<file path="config.mk">
export PLATFORM = sky130hd
export DESIGN_NAME = usb_in_arbiter_flat
export DESIGN_NICKNAME = d
export VERILOG_FILES = /design/src/rtl/usb_in_arbiter_if.sv /design/src/rtl/usb_in_arbiter.sv /design/src/flat_wrapper.sv
export SDC_FILE = /design/constraint.sdc
export NUM_CORES = 1
export LEC_CHECK = 0
export CORE_UTILIZATION = 47
export DETAILED_ROUTE_END_ITERATION = 12
export GPL_ROUTABILITY_DRIVEN = 1
export GPL_TIMING_DRIVEN = 0
export HOLD_SLACK_MARGIN = 0.15
export PLACE_DENSITY = 0.93
export SYNTH_ARGS = -nofsm -noshare
export SYNTH_HDL_FRONTEND = slang
export SYNTH_SLANG_ARGS = --single-unit
export TNS_END_PERCENT = 20
</file>
<file path="constraint.sdc">
create_clock -name clk_i -period 3.23 [get_ports clk_i]
set_input_delay 0.4845 -clock clk_i [delete_from_list [all_inputs] [get_ports clk_i]]
set_output_delay 0.4845 -clock clk_i [all_outputs]
set_load 0.02 [all_outputs]
</file>
<file path="src/rtl/usb_in_arbiter_if.sv">
// rtl/usb_in_arbiter_if.sv - requester and usb_cdc IN byte channel bundle for usb_in_arbiter
interface usb_in_arbiter_if #(
    parameter int NUM_REQ = 2
);
    logic [8*NUM_REQ-1:0] req_data_i;
    logic [NUM_REQ-1:0]   req_valid_i;
    logic [NUM_REQ-1:0]   req_ready_o;
    logic [7:0]           in_data_o;
    logic                 in_valid_o;
    logic                 in_ready_i;
    logic [NUM_REQ-1:0]   grant_o;

    // Arbiter side
    modport slave (
        input  req_data_i, req_valid_i, in_ready_i,
        output req_ready_o, in_data_o, in_valid_o, grant_o
    );

    // Environment side: requesters plus usb_cdc
    modport master (
        output req_data_i, req_valid_i, in_ready_i,
        input  req_ready_o, in_data_o, in_valid_o, grant_o
    );
endinterface

</file>
<file path="src/rtl/usb_in_arbiter.sv">
// rtl/usb_in_arbiter.sv - round-robin burst arbiter onto the usb_cdc IN byte channel (optional header: USB_IN_ARB_HEADER_EN)
module usb_in_arbiter #(
    parameter int NUM_REQ   = 2,
    parameter int MAX_BURST = 8
) (
    input  logic             clk_i,
    input  logic             rst_i,
    usb_in_arbiter_if.slave  bus
);
    localparam int IDXW = $clog2(NUM_REQ);
    localparam int CNTW = $clog2(MAX_BURST + 1);
    localparam logic [CNTW-1:0] CNT_LAST = CNTW'(MAX_BURST - 1);
    localparam logic [IDXW-1:0] PTR_RST  = IDXW'(NUM_REQ - 1);

    typedef enum logic [1:0] {
        S_IDLE  = 2'd0,
        S_HDR   = 2'd1,
        S_BURST = 2'd2
    } state_t;

    state_t               state_q, state_d;
    logic [IDXW-1:0]      ptr_q, ptr_d;
    logic [IDXW-1:0]      gidx_q, gidx_d;
    logic [NUM_REQ-1:0]   grant_q, grant_d;
    logic [CNTW-1:0]      cnt_q, cnt_d;
    logic [7:0]           odata_q, odata_d;
    logic                 ovalid_q, ovalid_d;

    logic                 free;
    logic                 gvalid;
    logic [7:0]           gdata;
    logic                 found_hi, found_lo;
    logic [IDXW-1:0]      pick_hi, pick_lo, pick_idx;
    logic                 pick_any;
    logic                 load;
    logic [7:0]           load_data;

    assign free   = !ovalid_q || bus.in_ready_i;
    assign gvalid = |(bus.req_valid_i & grant_q);

    assign bus.req_ready_o = (state_q == S_BURST) ? (grant_q & {NUM_REQ{free}}) : '0;
    assign bus.grant_o     = grant_q;
    assign bus.in_data_o   = odata_q;
    assign bus.in_valid_o  = ovalid_q;

    // Mux the granted requester's byte using the one-hot grant
    always_comb begin
        gdata = '0;
        for (int k = 0; k < NUM_REQ; k++) begin
            if (grant_q[k]) begin
                gdata = gdata | bus.req_data_i[k*8 +: 8];
            end
        end
    end

    // Round-robin pick: lowest valid index above ptr, else lowest valid index at or below ptr
    always_comb begin
        found_hi = 1'b0;
        found_lo = 1'b0;
        pick_hi  = '0;
        pick_lo  = '0;
        for (int k = NUM_REQ - 1; k >= 0; k--) begin
            if (bus.req_valid_i[k]) begin
                if (IDXW'(k) > ptr_q) begin
                    found_hi = 1'b1;
                    pick_hi  = IDXW'(k);
                end else begin
                    found_lo = 1'b1;
                    pick_lo  = IDXW'(k);
                end
            end
        end
        pick_any = found_hi || found_lo;
        pick_idx = found_hi ? pick_hi : pick_lo;
    end

    // Next-state: grant selection, burst counting, release and output register load
    always_comb begin
        state_d   = state_q;
        ptr_d     = ptr_q;
        gidx_d    = gidx_q;
        grant_d   = grant_q;
        cnt_d     = cnt_q;
        load      = 1'b0;
        load_data = gdata;
        case (state_q)
            S_IDLE: begin
                grant_d = '0;
                if (pick_any) begin
                    gidx_d  = pick_idx;
                    grant_d = {{(NUM_REQ-1){1'b0}}, 1'b1} << pick_idx;
                    cnt_d   = '0;
`ifdef USB_IN_ARB_HEADER_EN
                    state_d = S_HDR;
`else
                    state_d = S_BURST;
`endif
                end
            end
`ifdef USB_IN_ARB_HEADER_EN
            S_HDR: begin
                if (free) begin
                    load      = 1'b1;
                    load_data = {4'hA, 4'(gidx_q)};
                    state_d   = S_BURST;
                end
            end
`endif
            S_BURST: begin
                if (!gvalid) begin
                    state_d = S_IDLE;
                    ptr_d   = gidx_q;
                    grant_d = '0;
                end else if (free) begin
                    load  = 1'b1;
                    cnt_d = cnt_q + CNTW'(1);
                    if (cnt_q == CNT_LAST) begin
                        state_d = S_IDLE;
                        ptr_d   = gidx_q;
                        grant_d = '0;
                    end
                end
            end
            default: begin
                state_d = S_IDLE;
                grant_d = '0;
            end
        endcase
        odata_d  = load ? load_data : odata_q;
        ovalid_d = load ? 1'b1 : (bus.in_ready_i ? 1'b0 : ovalid_q);
    end

    // State and output register; reset discards any held byte
    always_ff @(posedge clk_i or posedge rst_i) begin
        if (rst_i) begin
            state_q  <= S_IDLE;
            ptr_q    <= PTR_RST;
            gidx_q   <= '0;
            grant_q  <= '0;
            cnt_q    <= '0;
            odata_q  <= '0;
            ovalid_q <= 1'b0;
        end else begin
            state_q  <= state_d;
            ptr_q    <= ptr_d;
            gidx_q   <= gidx_d;
            grant_q  <= grant_d;
            cnt_q    <= cnt_d;
            odata_q  <= odata_d;
            ovalid_q <= ovalid_d;
        end
    end
endmodule

</file>
<file path="src/flat_wrapper.sv">
// flat-port wrapper written by rule: the top's interface ports become plain ports
module usb_in_arbiter_flat 
#(
    parameter int NUM_REQ   = 2,
    parameter int MAX_BURST = 8
)
  (clk_i, rst_i, bus_req_data_i, bus_req_valid_i, bus_in_ready_i, bus_req_ready_o, bus_in_data_o, bus_in_valid_o, bus_grant_o);
  usb_in_arbiter_if #(.NUM_REQ(NUM_REQ)) bus_i ();
  input  logic clk_i;
  input  logic rst_i;
  input wire logic [$bits(bus_i.req_data_i)-1:0] bus_req_data_i;
  input wire logic [$bits(bus_i.req_valid_i)-1:0] bus_req_valid_i;
  input wire logic [$bits(bus_i.in_ready_i)-1:0] bus_in_ready_i;
  output wire logic [$bits(bus_i.req_ready_o)-1:0] bus_req_ready_o;
  output wire logic [$bits(bus_i.in_data_o)-1:0] bus_in_data_o;
  output wire logic [$bits(bus_i.in_valid_o)-1:0] bus_in_valid_o;
  output wire logic [$bits(bus_i.grant_o)-1:0] bus_grant_o;
  assign bus_i.req_data_i = bus_req_data_i;
  assign bus_i.req_valid_i = bus_req_valid_i;
  assign bus_i.in_ready_i = bus_in_ready_i;
  assign bus_req_ready_o = bus_i.req_ready_o;
  assign bus_in_data_o = bus_i.in_data_o;
  assign bus_in_valid_o = bus_i.in_valid_o;
  assign bus_grant_o = bus_i.grant_o;
  usb_in_arbiter #(.NUM_REQ(NUM_REQ), .MAX_BURST(MAX_BURST)) u_core (.clk_i(clk_i), .rst_i(rst_i), .bus(bus_i));
endmodule
</file>
==> results by group <==
Status
  • Status: completed

CTS
  • Clock sink total: 18
  • Cts repair resizes: 0
  • CTS max path bufs: 2
  • Clk root buf: clkbuf_4
  • Skew-Pair Late Insertion Delay: 0.30 ns
  • TritonCTS Buffers: 3
  • Clk slew on worst S/H paths: 0.11 ns
  • Cts hold-fix bufs: 0
  • CTS tree: yes
  • H-tree levels: 1
  • Post-CTS setup buffer count: 0

Global routing
  • Tot GR Track Use: 22.3%
  • First-pass GRT wire length: 3350 um
  • Largest net degree at the start of global routing: 19
  • Overflow after GRT: 0
  • Antenna violations before repair: 0
  • Number of global-route vias before repair: 723

Critical path
  • Crit Path Category: primary input to output pin
  • Critical Path AT: 1.99 ns
  • R2R cell count: 4
  • Cell Chain, Critical Path: clkdlybuf4s50_1 -> and2b_1 -> nor3_1 -> clkdlybuf4s50_1
  • Crit-path most repeated cell: clkdlybuf4s50_1
  • Worst R2R Start: u_core.bus.grant_o[0]
  • Worst-path maximum fanout: 5
  • Reg2reg end: u_core.bus.in_data_o[1]
  • CP bufs+invs: 2
  • Critical Path Source Type: primary input
  • CP required: 2.75 ns
  • Slowest-stage cell, CP: clkdlybuf4s50_1
  • Endpoint class of the critical path: output pin
  • Register-to-register setup slack: 1.83 ns
  • Worst stage delay on the critical path: 0.63 ns
  • Critical Path Source: bus_in_ready_i
  • Critical Path Stages: 4
  • Cell family with most CP delay: buffers and inverters
  • Setup crit end: bus_req_ready_o[1]

Pwr
  • P_leak: 0.613 nW
  • Final total power: 1.07 mW
  • Pwr Density: 797 nW/um^2
  • Maximum vdd drop: 0.537 mV

Timing
  • Period minus WS final: 2.48 ns
  • Worst Tran Pin Value: 0.674 ns
  • Hold Fails Final Rpt: 0
  • Final Cycle Share: 76.7%
  • RSZ-0062 raised after global routing: no
  • Setup violators final: 0
  • Layout Skew: 0.00437 ns
  • Max Clk Rate: 404 MHz
  • Fin Setup TNS: 0 ns
  • Max-slew violations: 0
  • Slew HR: 55.0%

Yosys
  • Flops & latches, synth: 18
  • Synth Warn #: 0
  • Avg Inst Size Synth: 12.2 um^2
  • Cell taking the most area after synthesis: dfrtp_1
  • Synth top area share: 44.7%
  • Area contributors post-synth: dfrtp_1, mux2_4, a22o_1
  • Syn Std Cell Area: 951 um^2
  • Synth cell types: 32
  • Synth Instances: 78
  • Sequential share of the synthesized area: 47.5%
  • Syn_nets: 100

Die
  • Chip height: 47.0 um
  • Row count: 15
  • I/O pin cnt: 34
  • Die Area: 2210 um^2
  • Initial Util: 52.8%
  • Die Wd: 47.0 um
  • Core ar.: 1800 um^2

Final layout
  • # diodes: 0
  • FILL cells: 127
  • Fraction of layout cells with a size suffix above 1: 18.3%
  • Layout Area Growth over Synthesis: 41.8%
  • Layout net count: 138

Flow run
  • Max cap viols: 0

Place
  • Port bufs: 33
  • Placer congestion estimate: 0.849
  • Detailed placement HPWL: 1720 um

Drt
  • DRT antenna net count: 0
  • DR DRC count: 0
  • Post-Route WL: 2250 um
  • 1st-iter DRT viols: 15
  • DR vias/cell: 5.65
  • Vias: 791
  • 1st-pass router iterations: 4
  • Routed WL per cell: 16.0 um

Min path
  • Hold Crit Class: register to register
  • Hold depth: 1
[power by group]
part / switching (mW) / leakage [nW] / internal [mW]
clock network: 0.0752 / 0.0210 / 0.0688
logic: 0.263 / 0.360 / 0.293
registers: 0.0643 / 0.232 / 0.310
[Yosys cell counts]
library cell and number:
and2_1 1, nand2b_1 1, nor3_1 2, a21boi_0 1, a22oi_1 1, o21bai_1 2, nand3_2 1, and2b_1 1
mux2_2 2, o21ai_0 2, o22ai_1 2, inv_1 7, nand4b_1 1, nor2b_1 2, o31ai_2 1, o221ai_1 1
nand4_1 1, buf_2 2, and4b_1 1, a22o_4 1, dfstp_2 1, a22o_1 8, o311ai_2 1, dfrtp_1 17
ha_1 1, o2111ai_1 1, nand3_1 1, a21o_1 1, mux2i_1 2, buf_6 1, nand2_1 4, mux2_4 7
[routing by layer]
metal  up-vias  routed length, um  track usage [%]
met5         -                  0                0
met4         0                 46             8.00
met3        10                203             6.54
met2        47               1060             38.9
met1       370                936             25.9
li1        364                  -                -
[worst min path at each step]
| stage | from | end | slack (ns) |
|---|---|---|---|
| 4_1_cts | u_core.gidx_q | u_core.gidx_q | 0.49 |
| 3_3_place_gp | u_core.gidx_q | u_core.gidx_q | 0.45 |
| 3_5_place_dp | u_core.gidx_q | u_core.gidx_q | 0.46 |
| 6_report | u_core.gidx_q | u_core.gidx_q | 0.49 |
| 2_1_floorplan | rst_i | u_core.bus.grant_o[0] | 0.42 |
| 5_1_grt | u_core.gidx_q | u_core.gidx_q | 0.50 |
[area by class of cell]
cell class                 count  area (um^2)  share of cell area, %
inverter                       7         26.3                   1.95
clock buffer                   4         36.3                   2.69
multi-input combinational     50          452                   33.5
sequential                    18          452                   33.5
tap                           25         31.3                   2.32
timing repair buffer          33          330                   24.5
buffer                         3         21.3                   1.58
[placed cells by master (no fill, tap or decap), types with 2 or more instances in the layout]
cell and instances:
a22o_1 8, buf_2 2, clkbuf_4 3, clkdlybuf4s50_1 33
dfrtp_1 17, inv_1 7, mux2_2 2, mux2_4 7
mux2i_1 2, nand2_1 4, nor2b_1 2, nor3_1 2
o21ai_0 2, o21bai_1 2, o22ai_1 2
[worst reg2reg max path, stage by stage, from the launching register on]
cell     delay [ns]
dfrtp_1        0.43
a22o_4         0.28
nand3_2        0.10
buf_6          0.17
mux2_4         0.31
[state kept, by name, indices dropped and copies added, names as in the netlist]
signal,count
u_core.state_q,1
u_core.bus.in_valid_o,1
u_core.bus.in_data_o,8
u_core.bus.grant_o,2
u_core.ptr_q,1
u_core.gidx_q,1
u_core.cnt_q,4
[stage by stage]
step	std cells	area, um^2	util (%)	setup slack, ns	hold slack, ns
after global placement	136	1310	72.8	0.795	0.453
after CTS	140	1350	74.9	0.752	0.487
after floorplan	78	951	-	1.49	0.422
final	140	1350	74.9	0.754	0.487
after global routing	140	1350	74.9	0.639	0.500
after detailed placement	136	1310	72.8	0.750	0.463
[kinds of logic after synthesis]
kind of cell               after synthesis  synth area share, %
and+or+nand+nor                         16                 10.3
muxes                                   11                 15.5
adders and majority gates                1                 1.32
AOI/OAI and AO/OA                       22                 20.4
buffers and inverters                   10                 5.00
DFF                                     18                 47.5
Power figures use the tool's default switching activity.
